**src/rtl/mul_arb_pkg.sv**
```systemverilog
// Shared constants and the rotate-priority search used by the multiplier-cell arbiter.
package mul_arb_pkg;

  localparam int ARB_DATA_W      = 32;
  localparam int MAX_REQ         = 8;
  localparam int DEF_MUL_LATENCY = 1;

  // Lowest set bit at or above the priority pointer, falling back to the lowest
  // set bit overall. upper_mask has ones from the pointer position upward, so the
  // fallback is the wrap-around part of the search.
  function automatic logic [MAX_REQ-1:0] rr_onehot(
    input logic [MAX_REQ-1:0] req,
    input logic [MAX_REQ-1:0] upper_mask
  );
    logic [MAX_REQ-1:0] upper;
    logic [MAX_REQ-1:0] pick;
    upper = req & upper_mask;
    if (upper != {MAX_REQ{1'b0}}) begin
      pick = upper & (~upper + MAX_REQ'(1'b1));
    end else begin
      pick = req & (~req + MAX_REQ'(1'b1));
    end
    return pick;
  endfunction

endpackage

```
**src/rtl/rr_arbiter.sv**
```systemverilog
// Round-robin arbiter: one-hot grant plus encoded index; owns the priority pointer.
module rr_arbiter
  import mul_arb_pkg::*;
#(
  parameter int NUM_REQ = 4,
  parameter int ID_W    = $clog2(NUM_REQ)
) (
  input  logic               clk,
  input  logic               reset,
  input  logic [NUM_REQ-1:0] req,
  input  logic               en,
  input  logic               advance,
  output logic [NUM_REQ-1:0] grant,
  output logic [ID_W-1:0]    grant_id
);

  logic [ID_W-1:0]    ptr_q;
  logic [ID_W-1:0]    ptr_d;
  logic [MAX_REQ-1:0] req_ext_s;
  logic [MAX_REQ-1:0] mask_s;
  logic [MAX_REQ-1:0] pick_s;

  // Rotate-priority search from the pointer; gated off entirely when not enabled.
  always_comb begin
    req_ext_s              = {MAX_REQ{1'b0}};
    req_ext_s[NUM_REQ-1:0] = req;
    mask_s                 = {MAX_REQ{1'b1}} << ptr_q;
    pick_s                 = rr_onehot(req_ext_s, mask_s);
    if (en) begin
      grant = pick_s[NUM_REQ-1:0];
    end else begin
      grant = {NUM_REQ{1'b0}};
    end
  end

  // One-hot to index encode; grant is at most one-hot so OR-ing is exact.
  always_comb begin
    grant_id = {ID_W{1'b0}};
    for (int i = 0; i < NUM_REQ; i++) begin
      grant_id = grant_id | ({ID_W{grant[i]}} & ID_W'(i));
    end
  end

  // Next pointer: one past the winner with wrap, unchanged when nothing transfers.
  always_comb begin
    ptr_d = ptr_q;
    if (advance) begin
      if (grant_id == ID_W'(NUM_REQ - 1)) begin
        ptr_d = {ID_W{1'b0}};
      end else begin
        ptr_d = grant_id + ID_W'(1'b1);
      end
    end else begin
      ptr_d = ptr_q;
    end
  end

  // Priority pointer register.
  always_ff @(posedge clk or posedge reset) begin
    if (reset) begin
      ptr_q <= {ID_W{1'b0}};
    end else begin
      ptr_q <= ptr_d;
    end
  end

endmodule

```
**src/rtl/mul_cell_arbiter.sv**
```systemverilog
// Shares one pipelined multiplier cell among NUM_REQ requesters, returning
// tagged products in issue order after the cell's fixed latency.
module mul_cell_arbiter
  import mul_arb_pkg::*;
#(
  parameter int NUM_REQ     = 4,
  parameter int MUL_LATENCY = DEF_MUL_LATENCY,
  parameter int DATA_W      = ARB_DATA_W,
  parameter int ID_W        = $clog2(NUM_REQ)
) (
  input  logic                      clk,
  input  logic                      reset,
  input  logic                      hold,
  input  logic [NUM_REQ-1:0]        req_valid,
  input  logic [NUM_REQ*DATA_W-1:0] req_src1,
  input  logic [NUM_REQ*DATA_W-1:0] req_src2,
  output logic [NUM_REQ-1:0]        req_ready,
  output logic [DATA_W-1:0]         mul_src1,
  output logic [DATA_W-1:0]         mul_src2,
  input  logic [DATA_W-1:0]         mul_result,
  output logic                      rsp_valid,
  output logic [ID_W-1:0]           rsp_id,
  output logic [DATA_W-1:0]         rsp_data,
  output logic                      busy
);

  logic [NUM_REQ-1:0]               grant_s;
  logic [ID_W-1:0]                  grant_id_s;
  logic                             arb_en_s;
  logic                             transfer_s;
  logic [MUL_LATENCY-1:0]           tag_v_q;
  logic [MUL_LATENCY-1:0]           tag_v_d;
  logic [MUL_LATENCY-1:0][ID_W-1:0] tag_id_q;
  logic [MUL_LATENCY-1:0][ID_W-1:0] tag_id_d;

  // No grants while held or while reset is asserted; the cell never back-pressures.
  assign arb_en_s   = ~hold & ~reset;
  assign transfer_s = |(grant_s & req_valid);
  assign req_ready  = grant_s;

  rr_arbiter #(
    .NUM_REQ (NUM_REQ),
    .ID_W    (ID_W)
  ) u_rr_arbiter (
    .clk      (clk),
    .reset    (reset),
    .req      (req_valid),
    .en       (arb_en_s),
    .advance  (transfer_s),
    .grant    (grant_s),
    .grant_id (grant_id_s)
  );

  // Operand mux: granted requester's slices, zero when idle (cell registers its inputs).
  always_comb begin
    mul_src1 = {DATA_W{1'b0}};
    mul_src2 = {DATA_W{1'b0}};
    for (int i = 0; i < NUM_REQ; i++) begin
      mul_src1 = mul_src1 | ({DATA_W{grant_s[i]}} & req_src1[i*DATA_W +: DATA_W]);
      mul_src2 = mul_src2 | ({DATA_W{grant_s[i]}} & req_src2[i*DATA_W +: DATA_W]);
    end
  end

  // Tag shift: stage 0 takes this cycle's issue, later stages follow the cell pipeline.
  always_comb begin
    tag_v_d     = tag_v_q;
    tag_id_d    = tag_id_q;
    tag_v_d[0]  = transfer_s;
    tag_id_d[0] = grant_id_s;
    for (int s = 1; s < MUL_LATENCY; s++) begin
      tag_v_d[s]  = tag_v_q[s-1];
      tag_id_d[s] = tag_id_q[s-1];
    end
  end

  // Tag pipeline registers; reset drops every in-flight tag, matching the cell's aclr.
  always_ff @(posedge clk or posedge reset) begin
    if (reset) begin
      tag_v_q  <= {MUL_LATENCY{1'b0}};
      tag_id_q <= {(MUL_LATENCY*ID_W){1'b0}};
    end else begin
      tag_v_q  <= tag_v_d;
      tag_id_q <= tag_id_d;
    end
  end

  assign rsp_valid = tag_v_q[MUL_LATENCY-1];
  assign rsp_id    = tag_id_q[MUL_LATENCY-1];
  assign rsp_data  = rsp_valid ? mul_result : {DATA_W{1'b0}};
  assign busy      = |tag_v_q;

endmodule

```
**config.mk**
```make
export PLATFORM = sky130hd
export DESIGN_NAME = mul_cell_arbiter
export DESIGN_NICKNAME = d
export VERILOG_FILES = /design/src/rtl/mul_arb_pkg.sv /design/src/rtl/rr_arbiter.sv /design/src/rtl/mul_cell_arbiter.sv
export SDC_FILE = /design/constraint.sdc
export NUM_CORES = 1
export LEC_CHECK = 0
export BUFFER_PORTS_ARGS = -buffer_cell sky130_fd_sc_hd__buf_2
export CAP_MARGIN = 20
export CORE_AREA = 3 3 153 155
export DETAILED_ROUTE_END_ITERATION = 6
export DIE_AREA = 0 0 156 158
export SYNTH_ARGS = -nofsm -noshare
export SYNTH_HDL_FRONTEND = slang
export SYNTH_HIERARCHICAL = 1
export SYNTH_SLANG_ARGS = --single-unit
```
**constraint.sdc**
```tcl
create_clock -name clk -period 3.21 [get_ports clk]
set_input_delay 0.4815 -clock clk [delete_from_list [all_inputs] [get_ports clk]]
set_output_delay 0.4815 -clock clk [all_outputs]
set_load 0.02 [all_outputs]
```
# Yosys cells after proc, flatten, opt, wreduce, memory -nomap -nowiden
# Cells that the tools add are included.
dict set report totals {
  reg_bits 5
  latch_bits 0
  ramBits 0
  romBits 0
  inputBits 295
  output_inout_bits 104
  word_cells 39
  memories 0
}
dict set report classes {
  addsub 3
  mul 0
  n_div 0
  order_cmp 0
  eq_ne 1
  shift 1
  muxes 4
  bitwise_logic 25
  n_reduce_logical 2
}
# operator count
set ops {}
lappend ops {{AND 32 bit} 8}
lappend ops {{bitwise OR 32 bit} 6}
lappend ops {{two-way mux 32 bit} 1}
lappend ops {{AND 4 bit} 3}
lappend ops {{adder 4 x 1 -> 4 bit (second input constant)} 2}
lappend ops {{AND 4 x 8 -> 8 bit} 1}
lappend ops {{two-way mux 4 bit} 2}
lappend ops {{inverter 4 bit} 2}
lappend ops {{nonzero test 8 bit} 1}
lappend ops {{<< shifter 8 x 2 -> 8 bit (first input constant)} 1}
lappend ops {{OR reduction 4 bit} 1}
lappend ops {{adder 2 x 1 -> 2 bit (second input constant)} 1}
lappend ops {{equality test 2 bit (second input constant)} 1}
lappend ops {{two-way mux 2 bit} 1}
lappend ops {{inverter 1 bit} 2}
lappend ops {{bitwise OR 1 x 2 -> 2 bit} 1}
lappend ops {{bitwise OR 2 bit} 1}
lappend ops {{AND 1 bit} 1}

# Logic depth before layout (Yosys ltp)
# Gate-level depths: netlist (run 1).
dict set report logic_depth {
  depth_word 11
  mapped_depth 10
  ltp_nobuf 8
}

# Cells and area by module
# The synthesis (run 1) kept the hierarchy.
# mod instances cells_each area_each_um2
set modules_own_cells {}
lappend modules_own_cells {mul_cell_arbiter 1 264 2057.0}
lappend modules_own_cells {rr_arbiter 1 31 219.0}

# Least setup slack after synthesis (run 1)
# Ideal clock, no wire load.
dict set report synth_timing {
  path_kind {input port to output port}
  startpoint {in req_valid[0]}
  endpoint {out mul_src1[12]}
  arrival_ns 1.869
  required_time_ns 2.728
  setup_slack_ns 0.859
  stages 8
  n_path_buf 2
  cell_sequence {o311ai_0 -> nand3_1 -> or2_1 -> inv_1 -> buf_6 -> buf_6 -> a22oi_2 -> nand2_1}
}
# element line
set synth_lines {}
lappend synth_lines {{start, declared} mul_cell_arbiter.sv:14} ;# input logic [NUM_REQ-1:0] req_valid,
lappend synth_lines {{AND 4 x 8 -> 8 bit} mul_arb_pkg.sv:17} ;# upper = req & upper_mask;
lappend synth_lines {{inverter 4 bit} mul_arb_pkg.sv:19} ;# pick = upper & (~upper + MAX_REQ'(1'b1));
lappend synth_lines {{adder 4 x 1 -> 4 bit} mul_arb_pkg.sv:19}
lappend synth_lines {{AND 4 bit} mul_arb_pkg.sv:19}
lappend synth_lines {{two-way mux 4 bit (*)} mul_arb_pkg.sv:18} ;# if (upper != {MAX_REQ{1'b0}}) begin
lappend synth_lines {{two-way mux 4 bit (*)} rr_arbiter.sv:29} ;# if (en) begin
lappend synth_lines {{net req_ready[2]} mul_cell_arbiter.sv:17} ;# output logic [NUM_REQ-1:0] req_ready,
lappend synth_lines {{AND 32 bit (*)} mul_cell_arbiter.sv:59} ;# mul_src1 = mul_src1 | ({DATA_W{grant_s[i]}} & req_src1[i*DATA_W +: DATA_W]);
lappend synth_lines {{bitwise OR 32 bit (*) (2 in series)} mul_cell_arbiter.sv:59}
lappend synth_lines {{end, declared} mul_cell_arbiter.sv:18} ;# output logic [DATA_W-1:0] mul_src1,
# The timed path passes the listed nets; every way through them passes the cells marked *.

# Worst setup path after layout (run 1)
dict set report layout_timing {
  startpoint {reg u_rr_arbiter.ptr_q[1]}
  endpoint {out mul_src1[31]}
}
dict set report layout_via {
  elab_chain_len 11
}
# element line
set layout_lines {}
lappend layout_lines {{start, declared} rr_arbiter.sv:17} ;# logic [ID_W-1:0] ptr_q;
lappend layout_lines {{start signal, assigned} rr_arbiter.sv:61} ;# ptr_q <= {ID_W{1'b0}};
lappend layout_lines {{start signal, assigned} rr_arbiter.sv:63} ;# ptr_q <= ptr_d;
lappend layout_lines {{<< shifter 8 x 2 -> 8 bit (*)} rr_arbiter.sv:27} ;# mask_s = {MAX_REQ{1'b1}} << ptr_q;
lappend layout_lines {{AND 4 x 8 -> 8 bit (*)} mul_arb_pkg.sv:17}
lappend layout_lines {{inverter 4 bit} mul_arb_pkg.sv:19}
lappend layout_lines {{adder 4 x 1 -> 4 bit} mul_arb_pkg.sv:19}
lappend layout_lines {{AND 4 bit} mul_arb_pkg.sv:19}
lappend layout_lines {{two-way mux 4 bit (*)} mul_arb_pkg.sv:18}
lappend layout_lines {{two-way mux 4 bit (*)} rr_arbiter.sv:29}
lappend layout_lines {{AND 32 bit} mul_cell_arbiter.sv:59}
lappend layout_lines {{bitwise OR 32 bit (2 in series)} mul_cell_arbiter.sv:59}
lappend layout_lines {{bitwise OR 32 bit (*)} mul_cell_arbiter.sv:59}
# Mark *: on every way between the ends. The rest lies on a longest branch, timed or not.

==> summary.txt, run 1 <==
Finish
  – Antenna Cells: 0
  – Area Growth Syn to Fin: 98.41%
  – Final nets: 968
  – Layout cell share with drive strength beyond 1: around 70%
  – Final Instance Area: roughly 4500 um2

Global route
  – Initial antenna violation count: 1
  – Largest net degree at the start of global routing: between 60 and 70
  – Vias in the first global route: ~3700
  – Gr usage total: slightly above 9%
  – First-pass GRT wire length: around 19000 um
  – Global route overflow: 0

CTS
  – Post-CTS Resized: 0
  – CTS Buf Count: 3
  – TritonCTS clock tree: done
  – Worst-case clock buffer depth: 2
  – Root Driver: clkbuf_16
  – Sink Count: 5
  – CTS clk-pin slew, worst paths: approximately 0.040 ns
  – Post-CTS Setup Bufs: 0
  – H-Tree Depth: 1
  – Hold-fix buffers, CTS: 0
  – Clk_lat worst skew: approximately 0.23 ns

Synth
  – Dominant cell type by area after synthesis: a22oi_2
  – Cell count after synthesis: approximately 300
  – Post-synth top cells: a22oi_1 (78), nand2_1 (68), a22oi_2 (52)
  – Post-synthesis sequential area ratio: 5.498%
  – Most frequently used flop master after synthesis: dfrtp_1
  – Synth Net Count: 590
  – Post-Syn Area: 2276 um2
  – Number of synthesis warnings: 6
  – Syn_area_per_cell: between 7 and 8 um2
  – Top cell type's share of synthesized area: 28.59%
  – Largest cells by area after synthesis: a22oi_2 (29%), a22oi_1 (26%), nand2_1 (11%)
  – FFs w/ async S/R, synth: 100.0%
  – Cell with the most instances after synthesis: a22oi_1
  – Post-synth EDFFs: 0
  – Cell variety after synth: 27
  – Seq cells post-synth: 5

Die
  – Std cell rows: 54
  – Starting Density: between 10 and 15%
  – DIE AREA: 24650 um2
  – I/O pin count: around 400
  – Overall die width: between 150 and 200 um
  – Core area: roughly 22000 um2
  – Die Y: between 150 and 200 um

Power
  – Internal: between 0.7 and 0.8 mW
  – Net Sw Frac: 52.23%
  – Worst IR Drop VDD: 0.2012 mV
  – Clock power frac: a little over an eighth
  – Part of the power in registers: a little over 8%
  – Power Density: 338.6 nW/um2
  – Combinational share of power: between 70% and 80%
  – Sw power: about 0.8 mW
  – Leakage: about 2.6 nW

STA
  – F_max: ~370 MHz
  – Fin worst setup slack: 0.4761 ns
  – Worst Skew: about 0.0024 ns
  – Setup violators final: 0
  – Period utilisation layout: 85.17%
  – Final hold violations: 0
  – Post-Route Setup TNS: 0 ns
  – RSZ-0062 raised after global routing: false
  – Final Max Tran Viols: 0
  – Slew HR: around 52%
  – Crit path time final: about 2.7 ns
  – Worst Tran Pin Value: 0.7177 ns

Run
  – Maxcap violations: 0

Drt
  – Initial DRC count: between 300 and 400
  – DR WL/cell: ~14 um
  – Vias per std cell: slightly above 4
  – Final ANT Viol Nets: 0
  – DR vias: roughly 4000
  – Total Wirelength: roughly 14000 um
  – Pre-antenna DRT Iters: 5
  – DRC: 0

Outcome
  – Outcome: finished clean

Placement
  – IO buf count: 398
  – Dpl cell area: ~4400 um2
  – Dpl ws: about 0.55 ns
  – Placer Congestion: ~0.8
  – Dpl hpwl: ~11000 um

Critical path
  – Worst EP required: 2.73 ns
  – WS Path Type: register to output pin
  – Reg2reg start: u_rr_arbiter/ptr_q[1]
  – Worst EP arrival: between 2 and 2.5 ns
  – Setup crit start: u_rr_arbiter/ptr_q[1]
  – Crit path capture type: output pin
  – CP Launch Type: register
  – CP Max Fanout: 28

Min path
  – Hold Crit Class: input port to asynchronous set/reset pin
[cell families (layout without fill, tap and decap cells)]
group           Yosys count  in the layout  share of synthesized area, %
compound gates          141            141                         58.05
buf+inv                  38            415                         13.91
simple gates            111            111                         22.54
flops                     5              5                         5.498
[metrics by stage]
| stage | hold WS, ns | cells | util, % | total power, mW |
|---|---|---|---|---|
| after floorplan | 0.2227 | 295 | - | 0.8526 |
| after global placement | 0.3685 | 948 | 20.21 | 1.309 |
| after detailed placement | 0.3670 | 948 | 20.21 | 1.321 |
| after CTS | 0.1264 | 952 | 20.56 | 1.535 |
| after global routing | 0.1399 | 952 | 20.56 | 1.635 |
| final | 0.1287 | 952 | 20.56 | 1.529 |
[registers in the layout, summed over array words and instances (netlist names)]
signal,count
busy,1
rsp_id,2
u_rr_arbiter/ptr_q,2
[cell usage in the layout (no fill, tap or decap), drive strengths merged, types with 2 or more instances in the layout]
master and n:
dfrtp 5, clkbuf 4, nor2 5, a22oi 130
nor2b 2, nand2 68, buf 405, inv 4
clkinv 2, and2 32
[path summary, 6_finish.rpt]
kind / end / slack [ns] / cells after the start
max reg2reg: u_rr_arbiter/ptr_q[0] / 0.93 / 9
min: u_rr_arbiter/ptr_q[0] / 0.13 / 2
max: mul_src1[31] / 0.48 / 8
min reg2reg: u_rr_arbiter/ptr_q[1] / 0.68 / 2
min in group clk: busy / 0.66 / 3
max in group asynchronous: rsp_id[0] / 2.94 / 2
[power by group through the flow]
stage	clock network, mW	registers, mW	logic (mW)
floorplan	0	0.112	0.741
CTS	0.211	0.124	1.20
global route	0.215	0.132	1.29
finish	0.208	0.125	1.20
global placement	0	0.122	1.19
detailed placement	0	0.124	1.20
[critical path, stage by stage, from the launching register on]
cell,delay (ns)
dfrtp_1,0.47
nor2b_1,0.08
o21bai_1,0.23
nand4b_1,0.23
clkinv_2,0.13
buf_4,0.42
a22oi_1,0.15
nand2_1,0.10
buf_2,0.16
[layer usage]
metal	up-vias	GRT usage (%)	share of wire [%]
met5	-	0	0.096
met4	2	1.177	0.73
met3	10	1.011	8.0
met2	240	18.08	53
met1	1815	11.12	38
li1	1887	-	-
[area by class of cell]
| cell class | count | area (um2) |
|---|---|---|
| multi-input combinational | 252 | 1842 |
| fill | 2475 | 17440 |
| tap | 280 | 350.3 |
| inverter | 6 | 25.02 |
| clock buffer | 4 | 78.83 |
| timing repair buffer | 405 | 2095 |
| sequential | 5 | 125.1 |
(Power assumes the default switching activity.)
==> run 2: changes to the inputs <==
--- a/config.mk
+++ b/config.mk
@@ -7,10 +7,10 @@
 export LEC_CHECK = 0
 export BUFFER_PORTS_ARGS = -buffer_cell sky130_fd_sc_hd__buf_2
 export CAP_MARGIN = 20
-export CORE_AREA = 3 3 153 155
+export CORE_AREA = 3 3 155 157
 export DETAILED_ROUTE_END_ITERATION = 6
-export DIE_AREA = 0 0 156 158
+export DIE_AREA = 0 0 158 160
+export SKIP_CTS_REPAIR_TIMING = 1
 export SYNTH_ARGS = -nofsm -noshare
 export SYNTH_HDL_FRONTEND = slang
-export SYNTH_HIERARCHICAL = 1
 export SYNTH_SLANG_ARGS = --single-unit
==> summary.txt, run 2 <==
Outcome
  – Outcome: finished clean

Drt
  – DRC: 0 (unchanged)
  – Final ANT Viol Nets: 0 (unchanged)
  – Total Wirelength: 14980 um (+11%)
  – DR WL/cell: 14.72 um (+3.5%)
  – Vias per std cell: 4.227 (+1.8%)
  – DR vias: 4303 (+8.8%)
  – Initial DRC count: 219 (-27%)
  – Pre-antenna DRT Iters: 5 (unchanged)

STA
  – F_max: 365.9 MHz (about the same)
  – Worst Skew: 0.002619 ns (+0.0002357 ns)
  – Setup violators final: 0 (unchanged)
  – Final Max Tran Viols: 0 (unchanged)
  – Final hold violations: 0 (unchanged)
  – Period utilisation layout: 85.13% (about the same)
  – RSZ-0062 raised after global routing: false
  – Worst Tran Pin Value: 0.7322 ns (+0.01447 ns)
  – Slew HR: 51.19% (-0.96 points)
  – Post-Route Setup TNS: 0 ns (unchanged)
  – Crit path time final: 2.733 ns (-0.001229 ns)

Run
  – Maxcap violations: 0 (unchanged)

Synth
  – Largest cells by area after synthesis: o221ai_2 (24%), a22oi_1 (19%), inv_1 (9.9%)
  – Seq cells post-synth: 5 (unchanged)
  – Dominant cell type by area after synthesis: o221ai_2
  – Most frequently used flop master after synthesis: dfrtp_1
  – Cell count after synthesis: 363 (+23%)
  – Post-synth EDFFs: 0 (unchanged)
  – Post-Syn Area: 2507 um2 (+10%)
  – Syn_area_per_cell: 6.907 um2 (-10%)
  – Number of synthesis warnings: 0 (-6)
  – Post-synth top cells: inv_1 (66), nand2_1 (66), a22oi_1 (64)
  – Post-synthesis sequential area ratio: 4.990% (-0.51 points)
  – Synth Net Count: 658 (+12%)
  – Cell variety after synth: 29 (+7.4%)
  – FFs w/ async S/R, synth: 100.0% (unchanged)
  – Top cell type's share of synthesized area: 23.95% (-4.6 points)

CTS
  – Sink Count: 5 (unchanged)
  – Clk_lat worst skew: 0.23 ns (about the same)
  – TritonCTS clock tree: done
  – CTS Buf Count: 3 (unchanged)
  – Root Driver: clkbuf_16
  – Worst-case clock buffer depth: 2 (unchanged)
  – CTS clk-pin slew, worst paths: 0.03 ns (about the same)
  – H-Tree Depth: 1 (unchanged)

Placement
  – Dpl cell area: 4717 um2 (+6.3%)
  – Placer Congestion: 0.8429 (+4.1%)
  – Dpl hpwl: 12260 um (+7.2%)
  – DP Cell Count: 1014 (+7.0%)
  – IO buf count: 398 (unchanged)

Finish
  – Commonest cells after routing, fill and taps aside: buf_2 (398), nand2_1 (66), inv_1 (66), a22oi_1 (64), o221ai_2 (40)
  – Area Growth Syn to Fin: 91.27%
  – Final Instance Area: 4796 um2 (+6.2%)
  – Final nets: 1029 (+6.3%)
  – Layout cell share with drive strength beyond 1: 61.94% (-7.3 points)
  – Cell Count, Final, Fillers Out: 1018 (+6.9%)
  – Antenna Cells: 0 (unchanged)
  – Most common cell after layout, fill and taps aside: buf_2

Power
  – Part of the power in registers: 8.0% (-0.2 points)
  – Worst IR Drop VDD: 0.1805 mV (-10%)
  – Leakage: 2.724 nW (+4.5%)
  – Sw power: 0.9223 mW (+16%)
  – Net Sw Frac: 53.89% (+1.7 points)
  – Internal: 0.7893 mW (+8.1%)
  – Power Density: 356.9 nW/um2 (+5.4%)
  – Combinational share of power: 80.0% (+1.8 points)
  – Clock power frac: 12.0% (-1.6 points)

Die
  – Core area: 22640 um2 (+3.1%)
  – Starting Density: 11.07% (+0.71 points)
  – DIE AREA: 25280 um2 (+2.6%)
  – Std cell rows: 55 (+1.9%)
  – Overall die width: 158 um (+1.3%)
  – Die Y: 160 um (+1.3%)
  – I/O pin count: 399 (unchanged)

Global route
  – Initial antenna violation count: 1 (unchanged)
  – Global route overflow: 0 (unchanged)
  – Largest net degree at the start of global routing: 68 (+1.5%)
  – Vias in the first global route: 4199 (+12%)
  – Gr usage total: 10.33% (+1.1 points)
  – First-pass GRT wire length: 21400 um (+14%)

Critical path
  – CP Max Fanout: 31 (+11%)
  – Worst path slowest cell: dfrtp_1
  – Critical path's top delay family: buffers and inverters
  – Buf+Inv Stages, Crit Path: 2 (-1)
  – Crit-path cells: nand2b_1 > a211o_1 > nand4_1 > buf_4 > o221ai_1 > buf_2
  – Crit path capture type: output pin
  – Worst EP required: 2.73 ns (about the same)
  – WS Path Type: register to output pin
  – CP Launch Type: register
  – Crit path largest cell delay: 0.45 ns (-0.02 ns)
  – Worst EP arrival: 2.25 ns (about the same)

Min path
  – Hold Crit Class: input port to asynchronous set/reset pin
==> run 2: cell types whose count changed after synthesis, sizes merged, moves of 2 or more <==
cell    previous run  this run
o221ai             0        64
o21ai              0         2
clkbuf             3        11
a21oi              1         3
a22oi            130        64
nand2             68        66
inv                6        67
and2              32        34
==> run 2: final cells by class <==
cell class                 count  area [um2]
tap                          285       356.6
clock buffer                   4       78.83
timing repair buffer         406        2077
inverter                      67       251.5
fill                        2556       17840
sequential                     5       125.1
multi-input combinational    251        1907
==> run 2: stage by stage <==
stage | setup slack, ns | total power [mW] | hold slack [ns] | util (%)
6_report | 0.4773 | 1.712 | 0.1891 | 21.18
5_1_grt | 0.3616 | 1.844 | 0.2166 | 21.18
4_1_cts | 0.4811 | 1.727 | 0.1933 | 21.18
3_5_place_dp | 0.5417 | 1.514 | 0.4323 | 20.83
3_3_place_gp | 0.5583 | 1.500 | 0.4154 | 20.83
2_1_floorplan | 1.009 | 1.029 | 0.2600 | -
==> run 2: logic make-up (layout without fill, tap and decap cells) <==
kind of cell,after synthesis,in the layout,synth area share [%]
flops,5,5,4.990
buf+inv,107,477,19.16
simple gates,110,110,20.36
compound gates,141,141,55.49
==> run 2: worst reg2reg max path: stages, from the launching register on <==
cell	delay [ns]
dfrtp_1	0.45
nand2b_1	0.18
a211o_1	0.29
nand4_1	0.12
buf_4	0.43
inv_2	0.09
o31a_1	0.25
==> run 2: routing by layer <==
layer	part of all wire [%]	wire, um	global-route usage (%)
met5	0.087	13	0
met4	1.9	289	2.855
met3	8.8	1321	1.355
met2	52	7766	19.78
met1	37	5593	11.76
==> run 2: path summary, 6_finish.rpt <==
path	slack, ns	to	start	cells after the start
min in group clk	0.58	rsp_id[1]	req_valid[3]	3
setup reg to reg	1.28	u_rr_arbiter.ptr_q[0]	u_rr_arbiter.ptr_q[0]	6
hold reg to reg	0.68	u_rr_arbiter.ptr_q[0]	u_rr_arbiter.ptr_q[0]	1
setup / recovery	0.48	mul_src1[0]	u_rr_arbiter.ptr_q[0]	6
hold / removal	0.19	u_rr_arbiter.ptr_q[0]	reset	2
max in group asynchronous	2.84	rsp_id[1]	reset	2
==> run 2: power by group through the flow <==
| stage | clock, mW | sequential (mW) | combinational [mW] |
|---|---|---|---|
| floorplan | 0 | 0.108 | 0.921 |
| global placement | 0 | 0.131 | 1.37 |
| detailed placement | 0 | 0.134 | 1.38 |
| CTS | 0.208 | 0.134 | 1.39 |
| global route | 0.213 | 0.146 | 1.48 |
| finish | 0.205 | 0.137 | 1.37 |
